## config.mk

```make
export PLATFORM = sky130hd
export DESIGN_NAME = pwm_ramp_ctrl
export DESIGN_NICKNAME = d
export VERILOG_FILES = /design/src/rtl/pwm_ctrl_pkg.sv /design/src/rtl/pwm_ramp_ctrl_timer.sv /design/src/rtl/pwm_ramp_ctrl.sv
export SDC_FILE = /design/constraint.sdc
export NUM_CORES = 1
export LEC_CHECK = 0
export ABC_AREA = 1
export CAP_MARGIN = 10
export CELL_PAD_IN_SITES_DETAIL_PLACEMENT = 1
export CELL_PAD_IN_SITES_GLOBAL_PLACEMENT = 1
export CORE_UTILIZATION = 40
export DETAILED_ROUTE_END_ITERATION = 12
export PLACE_DENSITY = 0.79
export SYNTH_ARGS = -nofsm -noshare
export SYNTH_HDL_FRONTEND = slang
export SYNTH_SLANG_ARGS = --single-unit
```

## constraint.sdc

```tcl
create_clock -name clk -period 3.9 [get_ports clk]
set_input_delay 0.39 -clock clk [delete_from_list [all_inputs] [get_ports clk]]
set_output_delay 0.39 -clock clk [all_outputs]
set_load 0.01 [all_outputs]
```

## src/rtl/pwm_ctrl_pkg.sv

```systemverilog
// Shared definitions for the PWM ramp controller: FSM encodings and
// helpers for sizing the period/hold counters.
package pwm_ctrl_pkg;

  typedef enum logic [1:0] {
    ST_IDLE   = 2'd0,
    ST_RAMP   = 2'd1,
    ST_STEADY = 2'd2
  } pwm_state_e;

  // Bits needed for a counter running 0..n-1 (at least one bit).
  function automatic int cnt_w(input int n);
    return (n <= 1) ? 1 : $clog2(n);
  endfunction

  // Counter widths for the default configuration (PERIOD=10, HOLD_PERIODS=4).
  localparam int DEF_PERIOD_W = cnt_w(10);
  localparam int DEF_HOLD_W   = cnt_w(4);

endpackage

```

## src/rtl/pwm_ramp_ctrl_timer.sv

```systemverilog
// Period and hold counters. period_tick marks the last cycle of each PWM
// period; step_tick marks the period_tick on which the hold count is on its
// last value. Both ticks are registered: they are computed from the next
// counter values so they line up with the counters they describe.
module pwm_period_timer
  import pwm_ctrl_pkg::*;
#(
  parameter int PERIOD       = 10,
  parameter int HOLD_PERIODS = 4
) (
  input  logic clk,
  input  logic reset_n,
  input  logic clr_all,
  input  logic clr_hold,
  output logic period_tick,
  output logic step_tick
);

  localparam int PW = cnt_w(PERIOD);
  localparam int HW = cnt_w(HOLD_PERIODS);
  localparam logic [PW-1:0] P_LAST = PW'(PERIOD - 1);
  localparam logic [HW-1:0] H_LAST = HW'(HOLD_PERIODS - 1);

  logic [PW-1:0] period_q, period_d;
  logic [HW-1:0] hold_q, hold_d;
  logic          tick_d, step_d;

  // Next counter values and the ticks they will produce.
  always_comb begin
    period_d = period_q + PW'(1);
    if (clr_all || period_q == P_LAST) period_d = '0;
    tick_d = (period_d == P_LAST);

    hold_d = hold_q;
    if (clr_all || clr_hold)  hold_d = '0;
    else if (period_tick)     hold_d = (hold_q == H_LAST) ? '0 : hold_q + HW'(1);
    step_d = tick_d && (hold_d == H_LAST);
  end

  // Counter and tick registers.
  always_ff @(posedge clk or negedge reset_n) begin
    if (!reset_n) begin
      period_q    <= '0;
      hold_q      <= '0;
      period_tick <= 1'b0;
      step_tick   <= 1'b0;
    end else begin
      period_q    <= period_d;
      hold_q      <= hold_d;
      period_tick <= tick_d;
      step_tick   <= step_d;
    end
  end

endmodule

```

## src/rtl/pwm_ramp_ctrl.sv

```systemverilog
// Ramp sequencer in front of a PWM generator. Commands set a target duty;
// the duty output walks toward it by STEP once every HOLD_PERIODS periods,
// always changing on a period boundary.
//
// Handshake: a command is taken on a rising clk edge where cmd_valid and
// cmd_ready are both high; cmd_ready is high in IDLE and STEADY unless abort
// is asserted, and cmd_target must be stable while cmd_valid is high.
module pwm_ramp_ctrl
  import pwm_ctrl_pkg::*;
#(
  parameter int DUTY_W       = 4,
  parameter int PERIOD       = 10,
  parameter int HOLD_PERIODS = 4,
  parameter int STEP         = 1
) (
  input  logic              clk,
  input  logic              reset_n,
  input  logic              cmd_valid,
  input  logic [DUTY_W-1:0] cmd_target,
  output logic              cmd_ready,
  input  logic              abort,
  output logic              pwm_en,
  output logic [DUTY_W-1:0] pwm_duty,
  output logic              period_tick,
  output logic              busy,
  output logic              done,
  output logic [1:0]        dbg_state
);

  localparam logic [DUTY_W-1:0] PERIOD_V = DUTY_W'(PERIOD);
  localparam logic [DUTY_W-1:0] STEP_W   = DUTY_W'(STEP);
  localparam logic [DUTY_W:0]   STEP_X   = (DUTY_W + 1)'(STEP);

  pwm_state_e        state_q, state_d;
  logic [DUTY_W-1:0] target_q, target_d, duty_d, tgt_c, ramp_duty;
  logic [DUTY_W:0]   duty_x, tgt_x, up_x, diff_x;
  logic              up_dir, up_sat, dn_sat;
  logic              accept, done_d, clr_all, clr_hold, step_tick;

  assign cmd_ready = !abort && (state_q == ST_IDLE || state_q == ST_STEADY);
  assign accept    = cmd_valid && cmd_ready;
  assign tgt_c     = (cmd_target > PERIOD_V) ? PERIOD_V : cmd_target;
  assign dbg_state = state_q;

  // Saturating step toward target, done one bit wider so duty+STEP never wraps.
  assign duty_x    = {1'b0, duty_q_w()};
  assign tgt_x     = {1'b0, target_q};
  assign up_x      = duty_x + STEP_X;
  assign diff_x    = duty_x - tgt_x;
  assign up_dir    = (duty_x < tgt_x);
  assign up_sat    = (up_x >= tgt_x);
  assign dn_sat    = (diff_x <= STEP_X);
  assign ramp_duty = up_dir ? (up_sat ? target_q : up_x[DUTY_W-1:0])
                            : (dn_sat ? target_q : pwm_duty - STEP_W);

  function automatic logic [DUTY_W-1:0] duty_q_w();
    return pwm_duty;
  endfunction

  pwm_period_timer #(
    .PERIOD      (PERIOD),
    .HOLD_PERIODS(HOLD_PERIODS)
  ) u_timer (
    .clk        (clk),
    .reset_n    (reset_n),
    .clr_all    (clr_all),
    .clr_hold   (clr_hold),
    .period_tick(period_tick),
    .step_tick  (step_tick)
  );

  // Next state, target, duty and done pulse; abort overrides everything.
  always_comb begin
    state_d  = state_q;
    target_d = target_q;
    duty_d   = pwm_duty;
    done_d   = 1'b0;
    clr_hold = 1'b0;
    if (abort) begin
      state_d  = ST_IDLE;
      target_d = '0;
      duty_d   = '0;
    end else begin
      case (state_q)
        ST_IDLE: begin
          duty_d = '0;
          if (accept) begin
            target_d = tgt_c;
            if (tgt_c != '0) state_d = ST_RAMP;
            else             done_d  = 1'b1;
          end
        end
        ST_RAMP: begin
          if (step_tick) begin
            duty_d = ramp_duty;
            if (ramp_duty == target_q) begin
              done_d  = 1'b1;
              state_d = (target_q != '0) ? ST_STEADY : ST_IDLE;
            end
          end
        end
        ST_STEADY: begin
          if (accept) begin
            target_d = tgt_c;
            if (tgt_c != pwm_duty) begin
              state_d  = ST_RAMP;
              clr_hold = 1'b1;
            end else begin
              done_d = 1'b1;
            end
          end
        end
        default: begin
          state_d = ST_IDLE;
          duty_d  = '0;
        end
      endcase
    end
    // Counters sit at zero in IDLE and restart from zero on leaving it.
    clr_all = abort || (state_q == ST_IDLE) || (state_d == ST_IDLE);
  end

  // State and registered outputs.
  always_ff @(posedge clk or negedge reset_n) begin
    if (!reset_n) begin
      state_q  <= ST_IDLE;
      target_q <= '0;
      pwm_duty <= '0;
      pwm_en   <= 1'b0;
      busy     <= 1'b0;
      done     <= 1'b0;
    end else begin
      state_q  <= state_d;
      target_q <= target_d;
      pwm_duty <= duty_d;
      pwm_en   <= (state_d != ST_IDLE);
      busy     <= (state_d == ST_RAMP);
      done     <= done_d;
    end
  end

endmodule

```

==> metrics.md <==
| Metric | Value |
|---|---|
| Cts hold-fix bufs | `0` |
| Total power | `527.6 µW` |
| 1st-pass router iterations | `4` |
| Die area | `4348 µm²` |
| FF/Latch Area | `525.5 µm²` |
| Net count, final | `270` |
| N_diodes | `0` |
| Root Buffer | `clkbuf_8` |
| Synth unique cells | `25` |
| H-tree depth | `1` |
| Post-DP HPWL | `3.553 mm` |
| Slowest-stage cell, CP | `dfrtp_1` |
| Most common cell after layout, fill and taps aside | `nand2_1` |
| Clock slew seen by the registers of the worst setup and hold paths | `80 ps` |
| Multi-input logic area | `939.7 µm²` |
| Layout Area Growth over Synthesis | `17.22%` |
| Critical path's largest stage delay | `500 ps` |
| Crit start category | `register` |
| Worst Path Required | `4100 ps` |
| Crit path capture type | `register` |
| Clk Latency, worst-skew pair | `260 ps` |
| Port bufs | `18` |
| Utilization after layout | `50.46%` |
| Avg Cell Area, Syn | `7.236 µm²` |
| Floorplan core area | `3799 µm²` |
| GRT Total Usage | `23.54%` |
| I/O pin count | `19` |
| Pre-CTS WS | `664.7 ps` |
| Peak VDD IR | `150.9 µV` |
| Minimum clock period after layout | `3287 ps` |
| Clock buffer depth | `2` |
| Num rows | `22` |
| Clock sinks | `21` |
| Sequential-to-total area share from yosys stat | `32.13%` |
| Synth Instances | `226` |
| Final WL | `4.401 mm` |
| Fraction of layout cells with a size suffix above 1 | `9.312%` |
| Detailed Route Iter0 Violations | `87` |
| Die Width | `65.94 µm` |
| Worst Max-Slew Pin Slew | `975.1 ps` |
| Vias after detailed routing | `1535` |
| Max Cap Viol | `0` |
| Total negative setup slack | `0 ps` |
| Clock skew | `5.346 ps` |
| Final setup fails | `0` |
| Leakage | `0.9823 nW` |
| Flops & latches, synth | `21` |
| Initial antenna violation count | `0` |
| Crit Path Class | `register to register` |
| Final Hold Vio Count | `0` |
| Post-CTS Setup Bufs | `0` |
| Fill count | `496` |
| Most frequent cells in the layout | `nand2_1, inv_1, nand3_1` |
| RSZ-0062 raised after global routing | `false` |
| RePlAce Congestion | `0.8339` |
| Starting density of the core | `43.05%` |
| Vias per cell | `5.203` |
| TritonCTS clock tree | `yes` |
| Final Cycle Share | `84.29%` |
| Power Density | `275.2 nW/µm²` |
| Hold crit path type | `register to register` |
| Post-DRT Antenna Nets | `0` |
| Worst setup margin | `612.8 ps` |
| Synth Net Count | `248` |
| Fmax | `0.3042 GHz` |
| Crit path max fanout | `7` |
| Yosys warns | `0` |
| Grt ovf | `0` |
| Status | `completed` |
| Num CTS Buffers | `3` |
| DRC | `0` |
| WL/cell | `14.92 µm` |
| Die Ht | `65.94 µm` |
| Synth Cell Area | `1635 µm²` |
| Largest net degree at the start of global routing | `22` |
| CP Cell Sequence | `inv_1, ha_1, ha_1, nand2_1, nand2_1, nand2_1, nand2_1, nand2_1, nand2_2, o21ai_0, nand2_1, nand2_1, nand2_1, nand3_1, o21ai_1, nand2_1, nand2_1, nand2_4, nand3_2, nor2_4, nand3_2, nor2_2` |
| CP most frequent cell | `nand2_1` |
| Relative slew slack | `34.79%` |
| First-pass GRT wire length | `7.721 mm` |
| Post-cts gate resize count | `0` |
| Vias in the first global route | `1637` |
| Critical path arrival | `3490 ps` |
| Slew Limit Fails | `0` |
==> critical path: cells and delay by family (launching register included) <==
kind	cells	cell delay [ps]
simple gates	17	1620
buf+inv	1	170
compound gates	2	280
flops	1	500
fa+ha+maj	2	660
==> sequential cells by signal (all words and copies together), names as in the netlist <==
name                 cells
busy                     1
dbg_state                2
done                     1
pwm_duty                 4
pwm_en                   1
target_q                 4
u_timer.hold_q           2
u_timer.period_q         4
u_timer.period_tick      1
u_timer.step_tick        1
==> layer usage <==
| metal | routed length (µm) | share of wire [%] | up-vias | global-route usage [%] |
|---|---|---|---|---|
| met5 | 0 | 0 | - | 0 |
| met4 | 97 | 2.2 | 0 | 7.979 |
| met3 | 101 | 2.3 | 11 | 2.241 |
| met2 | 2082 | 47 | 25 | 39.54 |
| met1 | 2119 | 48 | 731 | 31.47 |
| li1 | - | - | 768 | - |
==> logic make-up after synthesis <==
kind of cell	after synthesis	synth area share [%]
XOR/XNOR	7	3.749
AND/OR/NAND/NOR	110	32.52
flip-flops	21	32.13
buffers and inverters	45	10.41
adder cells (fa/ha/maj)	14	11.17
AO/OA/AOI/OAI	29	10.02
==> worst paths after layout <==
| check | start | endpoint | slack, ps | cells after the start |
|---|---|---|---|---|
| setup / recovery | pwm_duty[1] | u_timer.step_tick | 610 | 22 |
| hold / removal | u_timer.period_q[0] | u_timer.period_q[0] | 520 | 1 |
| setup reg to reg | pwm_duty[1] | u_timer.step_tick | 610 | 22 |
| hold reg to reg | u_timer.period_q[0] | u_timer.period_q[0] | 520 | 1 |
| max in group asynchronous | reset_n | pwm_duty[3] | 2640 | 1 |
| min in group asynchronous | reset_n | u_timer.hold_q[1] | 660 | 1 |
==> per-stage QoR <==
stage,hold slack (ps),instance area [µm²],std cells
6_report,522.8,1917,295
5_1_grt,542.0,1917,295
3_5_place_dp,510.8,1871,291
2_1_floorplan,94.41,1635,226
3_3_place_gp,502.4,1871,291
4_1_cts,522.4,1917,295
==> cell type report <==
class,instances,share of cell area [%]
Multi-Input combinational cell,160,49.02
Sequential cell,21,27.42
Timing Repair Buffer,18,9.399
Inverter,44,8.616
Tap cell,48,3.133
Clock buffer,3,2.154
Clock inverter,1,0.2611
==> synthesized netlist by cell type (all sizes together) <==
master / instances / area [µm²]
a211oi: 1 / 7.510
a21oi: 9 / 45.04
a31o: 1 / 8.760
buf: 1 / 5.000
dfrtp: 21 / 525.5
fa: 1 / 20.02
ha: 13 / 162.7
inv: 44 / 165.2
nand2: 56 / 232.7
nand3: 34 / 190.2
nand3b: 1 / 7.510
nand4: 1 / 6.260
nor2: 16 / 82.58
nor4: 2 / 12.51
o211ai: 1 / 7.510
o21ai: 9 / 45.04
o22ai: 8 / 50.05
xor2: 7 / 61.31
==> report_power, final <==
group          switching [mW]  internal [mW]  leakage, nW
combinational           0.100         0.0539        0.668
clock                  0.0721         0.0712       0.0255
sequential            0.00705          0.223        0.289
total                   0.179          0.348        0.982
Power figures use the tool's default switching activity.
